===== config.mk =====
export PLATFORM = sky130hd
export DESIGN_NAME = float_unit_arbiter
export DESIGN_NICKNAME = d
export VERILOG_FILES = /design/src/rtl/float_unit_arbiter.sv
export SDC_FILE = /design/constraint.sdc
export NUM_CORES = 1
export LEC_CHECK = 0
export ABC_AREA = 0
export CORE_AREA = 2 2 159 161
export CTS_BUF_LIST = sky130_fd_sc_hd__clkbuf_4 sky130_fd_sc_hd__clkbuf_8 sky130_fd_sc_hd__clkbuf_16
export CTS_CLUSTER_DIAMETER = 30
export DETAILED_ROUTE_END_ITERATION = 7
export DIE_AREA = 0 0 161 163
export PLACE_DENSITY = 0.61
export SLEW_MARGIN = 0
export SYNTH_ARGS = -nofsm -noshare
export SYNTH_HDL_FRONTEND = slang
export SYNTH_SLANG_ARGS = --single-unit

===== constraint.sdc =====
create_clock -name clk -period 6.3 [get_ports clk]
set_clock_uncertainty 0.05 [all_clocks]
set_input_delay 1.89 -clock clk [delete_from_list [all_inputs] [get_ports clk]]
set_output_delay 1.89 -clock clk [all_outputs]
set_load 0.01 [all_outputs]

===== src/rtl/float_unit_arbiter.sv =====
`default_nettype none
// ============================================================================
// Module   : float_unit_arbiter
// Purpose  : Round-robin arbiter sharing one pipelined floating-point unit
//            among N_REQ requesters. Grants are combinational. The winner's
//            operands are registered toward the unit. A tag pipeline matched
//            to the unit latency routes each result back to its owner.
// Ports    : clk, rst_n (async, active-low), en (issue enable)
//            req[N_REQ]           per-requester request
//            op_a/op_b[32*N_REQ]  flattened operands, requester i at [32i+:32]
//            gnt[N_REQ]           one-hot grant in the acceptance cycle
//            unit_a/unit_b/unit_valid  registered issue to the shared unit
//            unit_result          unit output, valid LATENCY cycles after issue
//            res_valid/res_id/res_data  returned result and its owner
//            op_count             saturating count of accepted ops
// Revision : 1.0 - initial release
// ============================================================================
module float_unit_arbiter #(
  parameter int N_REQ   = 4,
  parameter int LATENCY = 2
) (
  input  logic                 clk,
  input  logic                 rst_n,
  input  logic                 en,
  input  logic [N_REQ-1:0]     req,
  input  logic [32*N_REQ-1:0]  op_a,
  input  logic [32*N_REQ-1:0]  op_b,
  output logic [N_REQ-1:0]     gnt,
  output logic [31:0]          unit_a,
  output logic [31:0]          unit_b,
  output logic                 unit_valid,
  input  logic [31:0]          unit_result,
  output logic                 res_valid,
  output logic [2:0]           res_id,
  output logic [31:0]          res_data,
  output logic [15:0]          op_count
);

  localparam logic [2:0]  LAST_ID   = 3'(N_REQ - 1);
  localparam logic [15:0] COUNT_MAX = 16'hFFFF;

  logic [2:0]  last_grant;
  logic [2:0]  win_id;
  logic        win_found;
  logic [31:0] win_a;
  logic [31:0] win_b;
  logic        accept;

  // Stage 0 is loaded together with unit_valid; stage LATENCY therefore lines
  // up with unit_result for the same op.
  logic        tag_valid [LATENCY+1];
  logic [2:0]  tag_id    [LATENCY+1];

  // Round-robin search without modulo arithmetic. Two passes, each scanning
  // downward so the lowest matching index is the last one written:
  //   pass 1: requesters at or below last_grant (wrap-around region)
  //   pass 2: requesters above last_grant, which take precedence
  always_comb begin
    win_found = 1'b0;
    win_id    = '0;
    for (int i = N_REQ - 1; i >= 0; i--) begin
      if (req[i] && (3'(i) <= last_grant)) begin
        win_found = 1'b1;
        win_id    = 3'(i);
      end
    end
    for (int i = N_REQ - 1; i >= 0; i--) begin
      if (req[i] && (3'(i) > last_grant)) begin
        win_found = 1'b1;
        win_id    = 3'(i);
      end
    end
  end

  // Grant qualification and operand selection for the winner.
  always_comb begin
    gnt   = '0;
    win_a = '0;
    win_b = '0;
    for (int i = 0; i < N_REQ; i++) begin
      if (3'(i) == win_id) begin
        gnt[i] = en && rst_n && win_found;
        win_a  = op_a[32*i +: 32];
        win_b  = op_b[32*i +: 32];
      end
    end
  end

  assign accept = |gnt;

  // Issue registers, round-robin pointer and op counter.
  always_ff @(posedge clk or negedge rst_n) begin
    if (!rst_n) begin
      unit_a     <= '0;
      unit_b     <= '0;
      unit_valid <= 1'b0;
      last_grant <= LAST_ID;
      op_count   <= '0;
    end else begin
      unit_valid <= accept;
      if (accept) begin
        unit_a     <= win_a;
        unit_b     <= win_b;
        last_grant <= win_id;
        if (op_count != COUNT_MAX) begin
          op_count <= op_count + 16'd1;
        end
      end
    end
  end

  // Tag pipeline. Idle slots carry id 0 so res_id reads 0 when no result.
  always_ff @(posedge clk or negedge rst_n) begin
    if (!rst_n) begin
      for (int s = 0; s <= LATENCY; s++) begin
        tag_valid[s] <= 1'b0;
        tag_id[s]    <= '0;
      end
    end else begin
      tag_valid[0] <= accept;
      tag_id[0]    <= accept ? win_id : 3'd0;
      for (int s = 1; s <= LATENCY; s++) begin
        tag_valid[s] <= tag_valid[s-1];
        tag_id[s]    <= tag_id[s-1];
      end
    end
  end

  assign res_valid = tag_valid[LATENCY];
  assign res_id    = tag_id[LATENCY];
  // Result bits pass through untouched; zeroed only outside the strobe.
  assign res_data  = res_valid ? unit_result : 32'd0;

endmodule
`default_nettype wire


# --- Yosys cells after proc, flatten, opt, wreduce, memory -nomap -nowiden ---
# Index checks and enable logic that the tools add are counted.
word_totals:
  reg_bits: 95
  input_bits: 295
  output_inout_bits: 121
classes:
  addsub: 1
  n_lt_le_gt_ge: 8
  n_eq_ne: 4
  muxes: 30
  n_reduce_logical: 13
ops:
  columns: ["operator", "count"]
  rows:
  - ["two-way mux 32 bit", 9]
  - ["two-way mux 3 bit", 7]
  - ["adder 16 x 1 -> 16 bit (second input constant)", 1]
  - ["inequality test 16 bit (second input constant)", 1]
  - ["two-way mux 1 bit", 12]
  - ["logical AND 1 bit", 10]
  - ["equality test 2 x 3 -> 1 bit (first input constant)", 2]
  - ["greater-than comparator 1 x 3 -> 1 bit (first input constant)", 2]
  - ["greater-than comparator 2 x 3 -> 1 bit (first input constant)", 2]
  - ["less-or-equal comparator 1 x 3 -> 1 bit (first input constant)", 2]
  - ["less-or-equal comparator 2 x 3 -> 1 bit (first input constant)", 2]
  - ["two-way mux 2 bit", 2]
  - ["OR reduction 4 bit", 1]
  - ["equality test 1 x 3 -> 1 bit (first input constant)", 1]
  - ["logical NOT 3 bit", 1]
  - ["AND reduction 2 bit", 1]

# --- Depth between registers and ports, before layout ---
# Gate-level depths: netlist (run 1).
depth:
  word_depth: 15
  mapped_depth: 9
  ltp_nobuf: 6

# --- Worst setup path before layout (run 1) ---
# No wires, ideal clock.
synth_timing:
  kind: "input to output"
  start: "input req[1]"
  end: "output gnt[3]"
  arrival_time_ns: 3.001
  slack_ns: 1.359
  stages: 8
  path_buffers: 3
  cell_sequence: "nor2_1 o21a_1 buf_6 nand2_2 buf_4 buf_2 nor2_1 and2_1"
synth_between:
  elab_chain_cells: 9
  word_cells_on_any_way: 17
  classes_between: "1 x eq/ne; 13 x mux; 3 x reduce/logical"
synth_rtl:
  columns: ["element", "line_no", "rtl"]
  rows:
  - ["start: declaration", "25", "input logic [N_REQ-1:0] req,"]
  - ["logical AND 1 bit", "62", "if (req[i] && (3'(i) <= last_grant)) begin"]
  - ["two-way mux 3 bit / two-way mux 1 bit (equally long branches) (2 in series)", "62", null]
  - ["two-way mux 3 bit / two-way mux 1 bit (equally long branches) (4 in series)", "68", "if (req[i] && (3'(i) > last_grant)) begin"]
  - ["equality test 2 x 3 -> 1 bit / logical AND 1 bit (equally long branches)", "81, 82", null]
  - ["two-way mux 1 bit (*)", "81", "if (3'(i) == win_id) begin"]
  - ["end: declaration", "28", "output logic [N_REQ-1:0] gnt,"]
# Every way passes the cells marked *; elsewhere a longest branch is shown, timed or not.

# --- Worst setup path in the final report (run 1) ---
layout_timing:
  start: "input req[0]"
  end: "output gnt[0]"
layout_between:
  elab_chain_cells: 8
  word_cells_on_any_way: 15
  classes_between: "11 x mux; 4 x reduce/logical"
layout_rtl:
  columns: ["element", "line_no"]
  rows:
  - ["logical AND 1 bit", "62"]
  - ["two-way mux 3 bit / two-way mux 1 bit (equally long branches)", "62"]
  - ["two-way mux 3 bit / two-way mux 1 bit (equally long branches) (4 in series)", "68"]
  - ["logical NOT 3 bit / logical AND 1 bit (equally long branches)", "81, 82"]
  - ["two-way mux 1 bit (*)", "81"]
# Marks and branches as above.

==> reports/results.txt, run 1 <==
Setup crit end kind: output port
TritonCTS clock tree: yes
worst reg2reg path depth: 7
Final WS setup: 0.3730 ns
DRC Markers: 0
min Tclk post-route: 5.927 ns
Boundary Pins: 416
first-pass GRT wire length: 38,250 µm
Req. time, crit path: 4.36 ns
Critical Path Max Stage Delay: 0.68 ns
hold path startpoint: tag_id[7]$_DFF_PN0_
WL met3: 1802 µm
Met2 Wirelength: 13,070 µm
Num CTS Buffers: 9
Final period util: 0.9408
vias per inst: 4.896
I/O Buffers: 414
clk_lat worst skew: 0.35 ns
CP Data Arrival Time: 3.99 ns
GRT Overall Usage: 0.1860
post-route cell area: 10,510 µm²
Sink Count: 91
share of cells above drive strength 1: 0.03946
Commonest cells post-synth: a211oi_1, and3_1, dfrtp_1, nand2_1, o31ai_1
Synth Register Bits: 91
crit-path max FO: 8
Hold Crit Class: flop to flop
total power: 2.616 mW
RSZ-0062 raised after global routing: false
Area contributors post-synth: dfrtp_1, a211oi_1, and3_1, o31ai_1, nand2_1
core box area: 24,670 µm²
die width: 161 µm
worst setup path start: req[0]
Crit path top cell by count: clkdlybuf4s50_1
# Post-CTS Setup Buffers: 0
Synth Cell Area: 5901 µm²
clk slew on worst S/H paths: 0.07 ns
measured slew at the worst slew-check pin: 0.9080 ns
Post-Syn Instances: 674
critical path type: input pin to output port
total negative slack: 0 ns
NumNets Final: 1,330
Fillers: 2,439
Syn Nets: 970
Min Hold Slack: 0.3007 ns
slew margin rel.: 0.3947
WP buf/inv: 2
Routed Antenna Nets: 0
Pwr Density: 248.8 nW/µm²
Final Max Slew Viols: 0
Placement Rows: 58
DR WL/cell: 18.64 µm
WL met1: 10,150 µm
Initial Util: 0.2391
HPWL Detailed: 18,880 µm
Congestion Overflow GR: 0
most common cell in the netlist: a211oi_1
status: complete, no violations
final hold vios: 0
DR vias: 6,707
CTS root buf: clkbuf_16
Reg2Reg Setup Slack: 3.23 ns
FF-to-FF Start: last_grant[1]$_DFFE_PN1P_
top cell type by total area after synthesis: dfrtp_1
worst vdd ir: 0.1115 mV
die span in y: 163 µm
register area share after synthesis: 0.3863
EDFF count, synth: 0
Synth warnings: 0
Syn Area/Cell: 8.755 µm²
vias in the first global route: 6,567
endpoints failing setup: 0
CP Cell Sequence: clkdlybuf4s50_1, nor2_1, o21a_4, and2_1, nor3_1, clkdlybuf4s50_1
CP top delay family: buffers and inverters
Non-Filler Instances: 1,370
Yosys cell types: 45
synthesis-to-finish area growth: 78.18%
Max Clk Rate: 168.7 MHz
First-pass DRT Iterations: 4
CTS max path bufs: 2
asr flop ratio synth: 1.000
Synth top area share: 0.3774
Max Cap Viol: 0
Leak: 4.362 nW
ys flop type: dfrtp_1
highest-delay cell along the critical path: clkdlybuf4s50_1
reg2reg end: unit_b[26]$_DFFE_PN0P_
DP Cell Count: 1,353
H-tree depth reported by CTS: 3
initial antenna violation count: 1
CP Launch Type: input pin
cts hold-fix bufs: 0
die area: 26,240 µm²
PostCTS Resize Cnt: 0
Hold Path Depth: 0
Area after DPL: 10,220 µm²
Post-Route WL: 25,530 µm
top sig layer: met4
largest net degree at the start of global routing: 76
Setup WS pre-CTS: 0.4048 ns
end of the worst hold path: tag_id[4]$_DFF_PN0_
Post-Route Utilization: 0.4261
Final GP Congestion: 0.8116
DR iter-0 viols: 353
## power by group
part / total [mW] / switching [mW] / internal (mW)
Clock: 0.548 / 0.269 / 0.279
Sequential: 0.828 / 0.0996 / 0.728
Combinational: 1.24 / 0.599 / 0.641
Total: 2.62 / 0.967 / 1.65
## how the worst max path moves through the flow
| stage | cells past startpoint | slack (ns) | to |
|---|---|---|---|
| after floorplan | 8 | 1.36 | gnt[3] |
| after global placement | 6 | 0.44 | gnt[0] |
| after detailed placement | 6 | 0.40 | gnt[0] |
| after CTS | 6 | 0.39 | gnt[0] |
| after global routing | 6 | 0.30 | gnt[0] |
| final | 6 | 0.37 | gnt[0] |
## per-layer routing
layer / vias up / global-route usage
met2: 293 / 0.3410
met3: 26 / 0.04176
met5: - / 0
met1: 3144 / 0.2143
li1: 3244 / -
met4: 0 / 0.06088
## final cells by class
cell class              count  area, µm²  area share
diodes                      1      2.502   0.0002380
clock buffers               9      225.2     0.02142
clock inverters             7      67.56    0.006426
inverters                   6      22.52    0.002142
multi-input cells         499       3264      0.3105
flip-flops and latches     91       2280      0.2168
well taps                 330      412.9     0.03927
repair buffers            427       4239      0.4032
## placed cells by master, fill, tap and decap left out, types with 2 or more instances in the layout
master           instances
xor2_1                   5
clkinv_4                 2
o31ai_1                 64
inv_1                    6
and2_1                  35
dfstp_2                  2
nand3_1                  4
a21o_1                   2
clkdlybuf4s50_1        413
nor3_1                   6
a211oi_1               128
nand2_1                 73
nor2b_1                  2
nor2_1                  10
nand2b_1                 3
a21oi_1                  2
inv_8                    3
dfrtp_1                 89
buf_4                   14
clkbuf_16                9
xnor2_1                  9
nand4_1                  5
and3_1                 127
## logic make-up after synthesis
| kind of cell | synth area share |
|---|---|
| compound gates | 0.2687 |
| xor+xnor | 0.02078 |
| fa+ha+maj | 0.002120 |
| buf+inv | 0.06743 |
| flops | 0.3863 |
| mux | 0.003605 |
| other cells | 0.0006355 |
| simple gates | 0.2504 |
## sequential cells by signal, summed over array words and instances (netlist names)
signal,count
last_grant,2
op_count,16
res_id,2
res_valid,1
tag_id,4
tag_valid,2
unit_a,32
unit_b,32
Note: power is estimated with default switching activity, not from simulation.
==> run 2, diff against run 1 <==
--- a/config.mk
+++ b/config.mk
@@ -6,6 +6,7 @@
 export NUM_CORES = 1
 export LEC_CHECK = 0
 export ABC_AREA = 0
+export CAP_MARGIN = 30
 export CORE_AREA = 2 2 159 161
 export CTS_BUF_LIST = sky130_fd_sc_hd__clkbuf_4 sky130_fd_sc_hd__clkbuf_8 sky130_fd_sc_hd__clkbuf_16
 export CTS_CLUSTER_DIAMETER = 30
==> results of run 2 <==
No change in the layout: final DEF, timing and power equal those of run 1.
